===== src/rtl/rt_graycode_pkg.sv =====
// Shared definitions for the graycode crossing blocks.
//   state_t     : receiver FSM encoding (ST_INIT / ST_RUN)
//   pc_class_t  : bit-change classification of a gray delta
//   pc_classify : sorts a delta into zero / exactly-one / two-or-more set bits
package rt_graycode_pkg;

  localparam int DEF_BIT_NUM = 32;
  // Widest delta pc_classify accepts; narrower buses are zero-extended.
  localparam int MAX_BIT_NUM = 64;

  typedef enum logic {
    ST_INIT = 1'b0,
    ST_RUN  = 1'b1
  } state_t;

  typedef enum logic [1:0] {
    PC_ZERO  = 2'd0,
    PC_ONE   = 2'd1,
    PC_MULTI = 2'd2
  } pc_class_t;

  localparam logic [MAX_BIT_NUM-1:0] PC_LSB = MAX_BIT_NUM'(1);

  // Clearing the lowest set bit leaves zero exactly when one bit was set.
  function automatic pc_class_t pc_classify(input logic [MAX_BIT_NUM-1:0] d);
    pc_class_t cls;
    if (d == '0)
      cls = PC_ZERO;
    else if ((d & (d - PC_LSB)) == '0)
      cls = PC_ONE;
    else
      cls = PC_MULTI;
    return cls;
  endfunction

endpackage


===== src/rtl/rt_gray2bin.sv =====
// Combinational gray-to-binary converter.
//   rt_i_gray : gray-coded value
//   rt_o_bin  : binary equivalent
module rt_gray2bin #(
  parameter int PARAM_BIT_NUM = 32
) (
  input  logic [PARAM_BIT_NUM-1:0] rt_i_gray,
  output logic [PARAM_BIT_NUM-1:0] rt_o_bin
);

  // Each binary bit is the XOR of its gray bit and every gray bit above it.
  // NOTE: assign a default before the loop so no path leaves the output unassigned (no latch).
  always_comb begin
    rt_o_bin = '0;
    for (int i = 0; i < PARAM_BIT_NUM; i++)
      rt_o_bin[i] = ^(rt_i_gray >> i);
  end

endmodule


===== src/rtl/rt_sync_chain.sv =====
// Multi-flop synchroniser for a bus that is already safe to sample bitwise
// (e.g. gray-coded). No logic between stages.
//   rt_i_clk   : receiving-domain clock
//   rt_i_rst_n : asynchronous active-low reset
//   rt_i_d     : asynchronous input bus
//   rt_o_q     : synchronised bus, PARAM_SYNC_STG cycles later
module rt_sync_chain #(
  parameter int PARAM_BIT_NUM  = 32,
  parameter int PARAM_SYNC_STG = 2
) (
  input  logic                     rt_i_clk,
  input  logic                     rt_i_rst_n,
  input  logic [PARAM_BIT_NUM-1:0] rt_i_d,
  output logic [PARAM_BIT_NUM-1:0] rt_o_q
);

  logic [PARAM_BIT_NUM-1:0] stg_q [PARAM_SYNC_STG];

  // NOTE: the stage array is a set of real flops, not RAM, so every entry is reset.
  // NOTE: non-blocking assignments make each stage capture the previous stage's old value.
  always_ff @(posedge rt_i_clk or negedge rt_i_rst_n) begin
    if (!rt_i_rst_n) begin
      for (int i = 0; i < PARAM_SYNC_STG; i++)
        stg_q[i] <= '0;
    end else begin
      stg_q[0] <= rt_i_d;
      for (int i = 1; i < PARAM_SYNC_STG; i++)
        stg_q[i] <= stg_q[i-1];
    end
  end

  assign rt_o_q = stg_q[PARAM_SYNC_STG-1];

endmodule


===== src/rtl/rt_gray_ptr_sync.sv =====
// Receiver for a gray-coded counter from a foreign clock domain.
// Synchronises the bus, converts it to binary, flags legal single steps with
// direction, and counts illegal multi-bit changes.
//   rt_i_clk, rt_i_rst_n : clock, asynchronous active-low reset
//   rt_i_gray            : foreign-domain gray count
//   rt_i_clr             : synchronous clear of error state, restarts INIT
//   rt_o_bin             : registered binary value of the synchronised gray
//   rt_o_vld / rt_o_dir  : one-cycle legal-step pulse / last step direction (1 = down)
//   rt_o_eqnz            : rt_o_bin is non-zero
//   rt_o_err / rt_o_err_cnt : sticky multi-bit flag / saturating count
//   rt_o_rdy             : FSM is in RUN
// PARAM_BIT_NUM must not exceed MAX_BIT_NUM from the package.
module rt_gray_ptr_sync
  import rt_graycode_pkg::*;
#(
  parameter int PARAM_BIT_NUM  = DEF_BIT_NUM,
  parameter int PARAM_SYNC_STG = 2,
  parameter int PARAM_ECNT_W   = 8
) (
  input  logic                     rt_i_clk,
  input  logic                     rt_i_rst_n,
  input  logic [PARAM_BIT_NUM-1:0] rt_i_gray,
  input  logic                     rt_i_clr,
  output logic [PARAM_BIT_NUM-1:0] rt_o_bin,
  output logic                     rt_o_vld,
  output logic                     rt_o_dir,
  output logic                     rt_o_eqnz,
  output logic                     rt_o_err,
  output logic [PARAM_ECNT_W-1:0]  rt_o_err_cnt,
  output logic                     rt_o_rdy
);

  localparam int CNT_W = $clog2(PARAM_SYNC_STG + 2);
  localparam logic [CNT_W-1:0] CNT_LOAD = CNT_W'(PARAM_SYNC_STG + 1);

  logic [PARAM_BIT_NUM-1:0] g_s;
  logic [PARAM_BIT_NUM-1:0] prev_gray;
  logic [PARAM_BIT_NUM-1:0] bin_new;
  logic [MAX_BIT_NUM-1:0]   diff_ext;
  pc_class_t                pc;

  state_t                   state_q, state_d;
  logic [CNT_W-1:0]         cnt_q, cnt_d;
  logic                     vld_d, dir_d, err_d;
  logic [PARAM_ECNT_W-1:0]  err_cnt_d;

  rt_sync_chain #(
    .PARAM_BIT_NUM  (PARAM_BIT_NUM),
    .PARAM_SYNC_STG (PARAM_SYNC_STG)
  ) u_sync (
    .rt_i_clk   (rt_i_clk),
    .rt_i_rst_n (rt_i_rst_n),
    .rt_i_d     (rt_i_gray),
    .rt_o_q     (g_s)
  );

  rt_gray2bin #(
    .PARAM_BIT_NUM (PARAM_BIT_NUM)
  ) u_g2b (
    .rt_i_gray (g_s),
    .rt_o_bin  (bin_new)
  );

  // Datapath tracks g_s in every state and through clr.
  // rt_o_bin therefore always equals gray2bin(prev_gray): the "old" value for dir.
  always_ff @(posedge rt_i_clk or negedge rt_i_rst_n) begin
    if (!rt_i_rst_n) begin
      prev_gray <= '0;
      rt_o_bin  <= '0;
    end else begin
      prev_gray <= g_s;
      rt_o_bin  <= bin_new;
    end
  end

  assign diff_ext = MAX_BIT_NUM'(g_s ^ prev_gray);
  assign pc       = pc_classify(diff_ext);

  always_ff @(posedge rt_i_clk or negedge rt_i_rst_n) begin
    if (!rt_i_rst_n) begin
      state_q      <= ST_INIT;
      cnt_q        <= CNT_LOAD;
      rt_o_vld     <= 1'b0;
      rt_o_dir     <= 1'b0;
      rt_o_err     <= 1'b0;
      rt_o_err_cnt <= '0;
    end else begin
      state_q      <= state_d;
      cnt_q        <= cnt_d;
      rt_o_vld     <= vld_d;
      rt_o_dir     <= dir_d;
      rt_o_err     <= err_d;
      rt_o_err_cnt <= err_cnt_d;
    end
  end

  always_comb begin
    state_d   = state_q;
    cnt_d     = cnt_q;
    vld_d     = 1'b0;
    dir_d     = rt_o_dir;
    err_d     = rt_o_err;
    err_cnt_d = rt_o_err_cnt;

    if (rt_i_clr) begin
      // clr overrides any step or error seen this cycle.
      state_d   = ST_INIT;
      cnt_d     = CNT_LOAD;
      err_d     = 1'b0;
      err_cnt_d = '0;
    end else begin
      case (state_q)
        ST_INIT: begin
          // Leave INIT on the edge where the counter reaches zero, giving the
          // sync chain and prev_gray time to fill with real samples.
          if (cnt_q != '0)
            cnt_d = cnt_q - CNT_W'(1);
          if (cnt_q <= CNT_W'(1))
            state_d = ST_RUN;
        end
        ST_RUN: begin
          case (pc)
            PC_ONE: begin
              vld_d = 1'b1;
              dir_d = (bin_new == (rt_o_bin - PARAM_BIT_NUM'(1)));
            end
            PC_MULTI: begin
              err_d = 1'b1;
              if (rt_o_err_cnt != '1)
                err_cnt_d = rt_o_err_cnt + PARAM_ECNT_W'(1);
            end
            default: ;
          endcase
        end
        default: state_d = ST_INIT;
      endcase
    end
  end

  assign rt_o_eqnz = (rt_o_bin != '0);
  assign rt_o_rdy  = (state_q == ST_RUN);

endmodule


===== config.mk =====
export PLATFORM = sky130hd
export DESIGN_NAME = rt_gray_ptr_sync
export DESIGN_NICKNAME = d
export VERILOG_FILES = /design/src/rtl/rt_graycode_pkg.sv /design/src/rtl/rt_gray2bin.sv /design/src/rtl/rt_sync_chain.sv /design/src/rtl/rt_gray_ptr_sync.sv
export SDC_FILE = /design/constraint.sdc
export NUM_CORES = 1
export LEC_CHECK = 0
export ABC_AREA = 0
export CORE_ASPECT_RATIO = 2
export CORE_MARGIN = 3
export CORE_UTILIZATION = 30
export CTS_BUF_LIST = sky130_fd_sc_hd__clkbuf_4
export DETAILED_ROUTE_END_ITERATION = 12
export PLACE_DENSITY = 0.48
export SLEW_MARGIN = 20
export SYNTH_ARGS = -nofsm -noshare
export SYNTH_HDL_FRONTEND = slang
export SYNTH_HIERARCHICAL = 1
export SYNTH_SLANG_ARGS = --single-unit

===== constraint.sdc =====
create_clock -name rt_i_clk -period 5.4 [get_ports rt_i_clk]
set_clock_uncertainty 0.2 [all_clocks]
set_input_delay 0.81 -clock rt_i_clk [delete_from_list [all_inputs] [get_ports rt_i_clk]]
set_output_delay 0.81 -clock rt_i_clk [all_outputs]
set_load 0.005 [all_outputs]

== After elaboration in Yosys (flattened, before gate mapping) ==
Index checks and enable logic that the tools add are counted.
Storage, ports and cells
  register bits: 142
  output and inout port bits: 45
Operators by class
  add/subtract/negate cells: 4
  magnitude comparators: 1
  eq/ne operators: 5
  mux-type cells: 18
  bitwise gates (word level): 3
  reduce and logical (&&, ||, !) cells: 44
Operators with widths (number)
  parity 32 bit: 32
  zero test 64 bit: 2
  AND 32 x 64 -> 64 bit: 1
  subtractor 32 x 1 -> 33 bit (second input constant): 1
  == test 32 bit: 1
  2-to-1 mux 8 bit: 4
  nonzero test 32 bit: 1
  subtractor 32 x 1 -> 32 bit (second input constant): 1
  XOR 32 bit: 1
  2-to-1 mux 2 bit: 5
  nonzero test 2 bit: 5
  2-to-1 mux 1 bit: 9
  adder 8 x 1 -> 8 bit (second input constant): 1
  inequality test 8 bit (second input constant): 1
  AND reduction 3 bit: 2
  AND reduction 2 bit: 2
  == test 2 x 1 -> 1 bit (second input constant): 1
  == test 2 bit (second input constant): 1
  <= comparator 2 x 1 -> 1 bit (second input constant): 1
  inequality test 2 bit (second input constant): 1
  subtractor 2 x 1 -> 2 bit (second input constant): 1
  inverter 1 bit: 1

== Longest topological paths before layout ==
Gate-level depths: netlist of the first run.
  depth after elaboration: 10
  depth in mapped cells: 15

== By module ==
Netlist of the first run, hierarchy kept.
Modules (own cells, without submodules)
  rt_gray_ptr_sync: instances 1, cells an instance 397, area each 4215.3 µm², sequential area each 1954.4 µm²
  rt_sync_chain: instances 1, cells an instance 96, area each 1841.8 µm², sequential area each 1601.5 µm²
  rt_gray2bin: instances 1, cells an instance 61, area each 737.0 µm², sequential area each 0.0 µm²

== Least setup slack after synthesis of the first run ==
No wires, ideal clock.
  path type: register to register
  from: register u_sync.stg_q (netlist bit u_sync/rt_o_q[30])
  to: register rt_o_dir
  setup time: 0.066 ns
  arrival: 3.309 ns
  path slack: 1.826 ns
  cell stages (with the launch flop): 15
  period minus slack after synthesis: 3.574 ns
  cells stage by stage: dfrtp_1 -> buf_4 -> xor3_1 -> xnor3_2 -> xnor2_2 -> xnor2_2 -> inv_4 -> xnor3_1 -> xnor2_1 -> xnor2_1 -> nand4_1 -> nor4_1 -> nand4_1 -> nor4_1 -> mux2_1
On the way
  elaborated cells between the ends (all ways): 41
  classes of those cells: add/sub (1); eq/ne (2); mux (2); bitwise (2); reduce/logical (34)
RTL lines
  start, declared: RTL line rt_sync_chain.sv:17  | logic [PARAM_BIT_NUM-1:0] stg_q [PARAM_SYNC_STG];
  start signal, assigned by index: RTL line rt_sync_chain.sv:28  | stg_q[i] <= stg_q[i-1];
  parity 32 bit: RTL line rt_gray2bin.sv:16  | rt_o_bin[i] = ^(rt_i_gray >> i);
  named net bin_new[29]: RTL line rt_gray_ptr_sync.sv:38  | logic [PARAM_BIT_NUM-1:0] bin_new;
  == test 32 bit: RTL line rt_gray_ptr_sync.sv:125  | dir_d = (bin_new == (rt_o_bin - PARAM_BIT_NUM'(1)));
  end signal, assigned: RTL line rt_gray_ptr_sync.sv:91  | rt_o_dir <= dir_d;
  end, declared: RTL line rt_gray_ptr_sync.sv:26  | output logic rt_o_dir,
The timed path passes the listed nets, and every way through them passes these cells.
A chain may end at the register's enable or synchronous reset.

== Worst setup path after layout of the first run ==
  from: register rt_o_bin[0]
  to: output port rt_o_eqnz
On the way
  word-level cells in the longest chain between the ends: 1
RTL lines
  start, declared: RTL line rt_gray_ptr_sync.sv:24  | output logic [PARAM_BIT_NUM-1:0] rt_o_bin,
  start signal, assigned: RTL line rt_gray_ptr_sync.sv:72  | rt_o_bin <= bin_new;
  nonzero test 32 bit: RTL line rt_gray_ptr_sync.sv:140  | assign rt_o_eqnz = (rt_o_bin != '0);
  end, declared: RTL line rt_gray_ptr_sync.sv:27  | output logic rt_o_eqnz,
Every way passes these cells.

==> flow_summary.json, run 1 <==
{
  "hpwlAfterDp_microns": 11800,
  "post-cts-setup-buffers": 0,
  "cts_buffers": 17,
  "path_cells": "inv_1, ha_1, nand2_1, or4_1, or4_1, clkdlybuf4s50_1",
  "synth_edf_count": 0,
  "cts-resized-gates": 0,
  "maxCapViolations": 0,
  "avgRoutedWirePerCell_microns": 16.8,
  "ys_types": 69,
  "fp.dieH_microns": 219,
  "final_cells": 903,
  "htreeDepth": 4,
  "ant_nets": 0,
  "clock_sinks": 142,
  "antenna_found_initial": 1,
  "grt_pass1_wl_microns": 24000,
  "cp_slowest_stage_delay_ps": 750,
  "required_ps": 4390,
  "first_global_vias": 4529,
  "clk_pin_slew_worst_paths_ps": 120,
  "avgSynthCellArea_sq_um": 12.3,
  "post-route-period-util": 0.862,
  "fin_ws_ps": 743,
  "worst_hold_slack_ps": 148,
  "synthesis.area_sq_um": 6790,
  "core_sq_um": 22200,
  "io_pins": 80,
  "start_util": 0.307,
  "drtIter0Drc": 245,
  "synth_nets": 593,
  "yosys_warnings": 6,
  "cpMaxStageDelayCell": "or4_1",
  "die_area_sq_um": 24600,
  "dp_cells": 870,
  "yosys.area.top_type_share": 0.516,
  "worstMarginPinSlew_ps": 941,
  "fill_cells": 2210,
  "pre_cts_ws_ps": 1300,
  "synthTopCellsByArea": "dfrtp_1 (52%), xnor2_1 (9.8%), xor2_1 (6.7%), buf_4 (3.6%), xnor3_1 (1.7%)",
  "leakage_nw": 3.15,
  "synth_seq_cells": 142,
  "setup_viol_count_final": 0,
  "grt_max_degree": 108,
  "slew_headroom": 0.373,
  "synth_top_cell_by_area": "dfrtp_1",
  "drive_gt1_frac": 0.102,
  "finalNetCount": 652,
  "wl_microns": 15200,
  "cp.arrival_ps": 3650,
  "holdBufCountCts": 0,
  "vias": 4361,
  "viasPerCell": 4.83,
  "clockRootBuffer": "clkbuf_4",
  "power_density_nw_per_um2": 489,
  "start_kind": "flip-flop",
  "dr.pass1.iters": 5,
  "rows": 77,
  "slew_violations": 0,
  "grt-ovfl-total": 0,
  "peakVddDrop_mv": 0.199,
  "hold_viol": 0,
  "tritoncts": "yes",
  "drcViolationCount": 0,
  "synthTopCellsByCount": "dfrtp_1 (140), xnor2_1 (76), xor2_1 (52)",
  "worstSetupPathType": "reg2out",
  "clk_latency_ps": 560,
  "syn_inst": 554,
  "run_status": "finished clean",
  "power_mw": 3.90,
  "worstPathMaxFanout": 12,
  "r2r_setup_slack_ps": 1380,
  "portBuffers": 79,
  "tns_ps": 0,
  "grt_use_total": 0.127,
  "max_freq_mhz": 215,
  "cts_buffer_depth": 2,
  "hold_class": "in2async",
  "path_common_cell": "or4_1",
  "die_w_microns": 112,
  "gp_congestion": 0.879,
  "synth-main-ff-cell": "dfrtp_1",
  "synth-async-reset-ratio": 1.00,
  "rsz0062_at_grt": "no",
  "synth_most_common_cell": "dfrtp_1",
  "critPathCaptureType": "primary output",
  "ys_seq_area_frac": 0.523,
  "period_minus_slack_ps": 4660,
  "areaGrowthSynthToFinish_pct": 17.6
}
[metrics by stage]
step / util / instance area, sq um
5_1_grt: 0.361 / 7990
4_1_cts: 0.360 / 7990
3_5_place_dp: 0.346 / 7660
3_3_place_gp: 0.346 / 7660
2_1_floorplan: - / 6790
6_report: 0.361 / 7990
[layer usage]
layer,track usage,wire length [microns],up-vias
li1,-,-,2046
met1,0.130,5480,2149
met2,0.230,8360,128
met3,0.0331,633,38
met4,0.0750,712,0
met5,0,0,-
[sequential cells by signal (all words and copies together) (netlist names)]
register	count
cnt_q	2
prev_gray	32
rt_o_bin	32
rt_o_dir	1
rt_o_err	1
rt_o_err_cnt	8
rt_o_rdy	1
rt_o_vld	1
u_sync/rt_o_q	32
u_sync/stg_q	32
[worst max-delay path: cells and delay by family (launching register included)]
family,cells,cell delay (ps)
buf+inv,2,550
simple gates,3,1630
flops,1,470
fa+ha+maj,1,440
[cell type report]
type / count / area [sq um] / share of cell area
Inverter: 8 / 32.5 / 0.00407
Tap cell: 276 / 345 / 0.0432
Clock buffer: 18 / 135 / 0.0169
Clock inverter: 14 / 193 / 0.0241
Sequential cell: 142 / 3560 / 0.445
Timing Repair Buffer: 81 / 807 / 0.101
Multi-Input combinational cell: 363 / 2920 / 0.365
Antenna cell: 1 / 2.50 / 0.000313
[logic make-up (layout without fill, tap and decap cells)]
kind of cell    count (synthesis)  count (layout)  share of synthesized area
other cells                     0               1                          0
compound gates                 67              67                     0.0709
flops                         142             142                      0.523
simple gates                  143             143                      0.126
xor+xnor                      145             145                      0.219
buf+inv                        49             121                     0.0471
fa+ha+maj                       4               4                    0.00737
mux                             4               4                    0.00608
[placed cells by master, fill, tap and decap left out, types with 4 or more instances in the layout]
cell,count
nand3_1,17
bufinv_16,4
dfrtp_1,140
o31ai_1,8
or3_1,9
clkinv_4,4
xnor2_1,76
xnor2_2,4
inv_1,7
ha_1,4
o21ai_1,4
nor2_1,17
nand4_1,15
nand2_1,13
o21ai_0,12
a21oi_2,5
xnor3_1,5
nor4_1,14
xor2_1,52
clkbuf_4,18
o2111ai_1,4
clkdlybuf4s50_1,78
and3_1,4
or4_1,9
nor3_1,20
a21oi_1,11
[worst paths after layout]
kind / to / cells after the start / from
worst max register to register: rt_o_dir / 13 / u_sync/rt_o_q[30]
min in group rt_i_clk: u_sync/rt_o_q[28] / 0 / u_sync/stg_q[60]
worst min register to register: u_sync/rt_o_q[28] / 0 / u_sync/stg_q[60]
worst min-delay path: u_sync/rt_o_q[30] / 1 / rt_i_rst_n
worst max-delay path: rt_o_eqnz / 6 / rt_o_bin[0]
max in group asynchronous: rt_o_bin[0] / 2 / rt_i_rst_n
[report_power, final]
part | switching, mW | internal (mW)
Sequential | 0.235 | 1.24
Combinational | 0.812 | 0.863
Clock | 0.386 | 0.373
No activity file was read; power rests on OpenSTA's default activity.
==> run 2: changes to the inputs <==
- SLEW_MARGIN: 20 -> unset
==> results of run 2 <==
Final layout, timing and power as in run 1 (identical DEF).
==> run 3: changes to the inputs <==
- CTS_CLUSTER_DIAMETER: unset -> 200
==> results of run 3 <==
Final layout, timing and power as in run 1 (identical DEF).
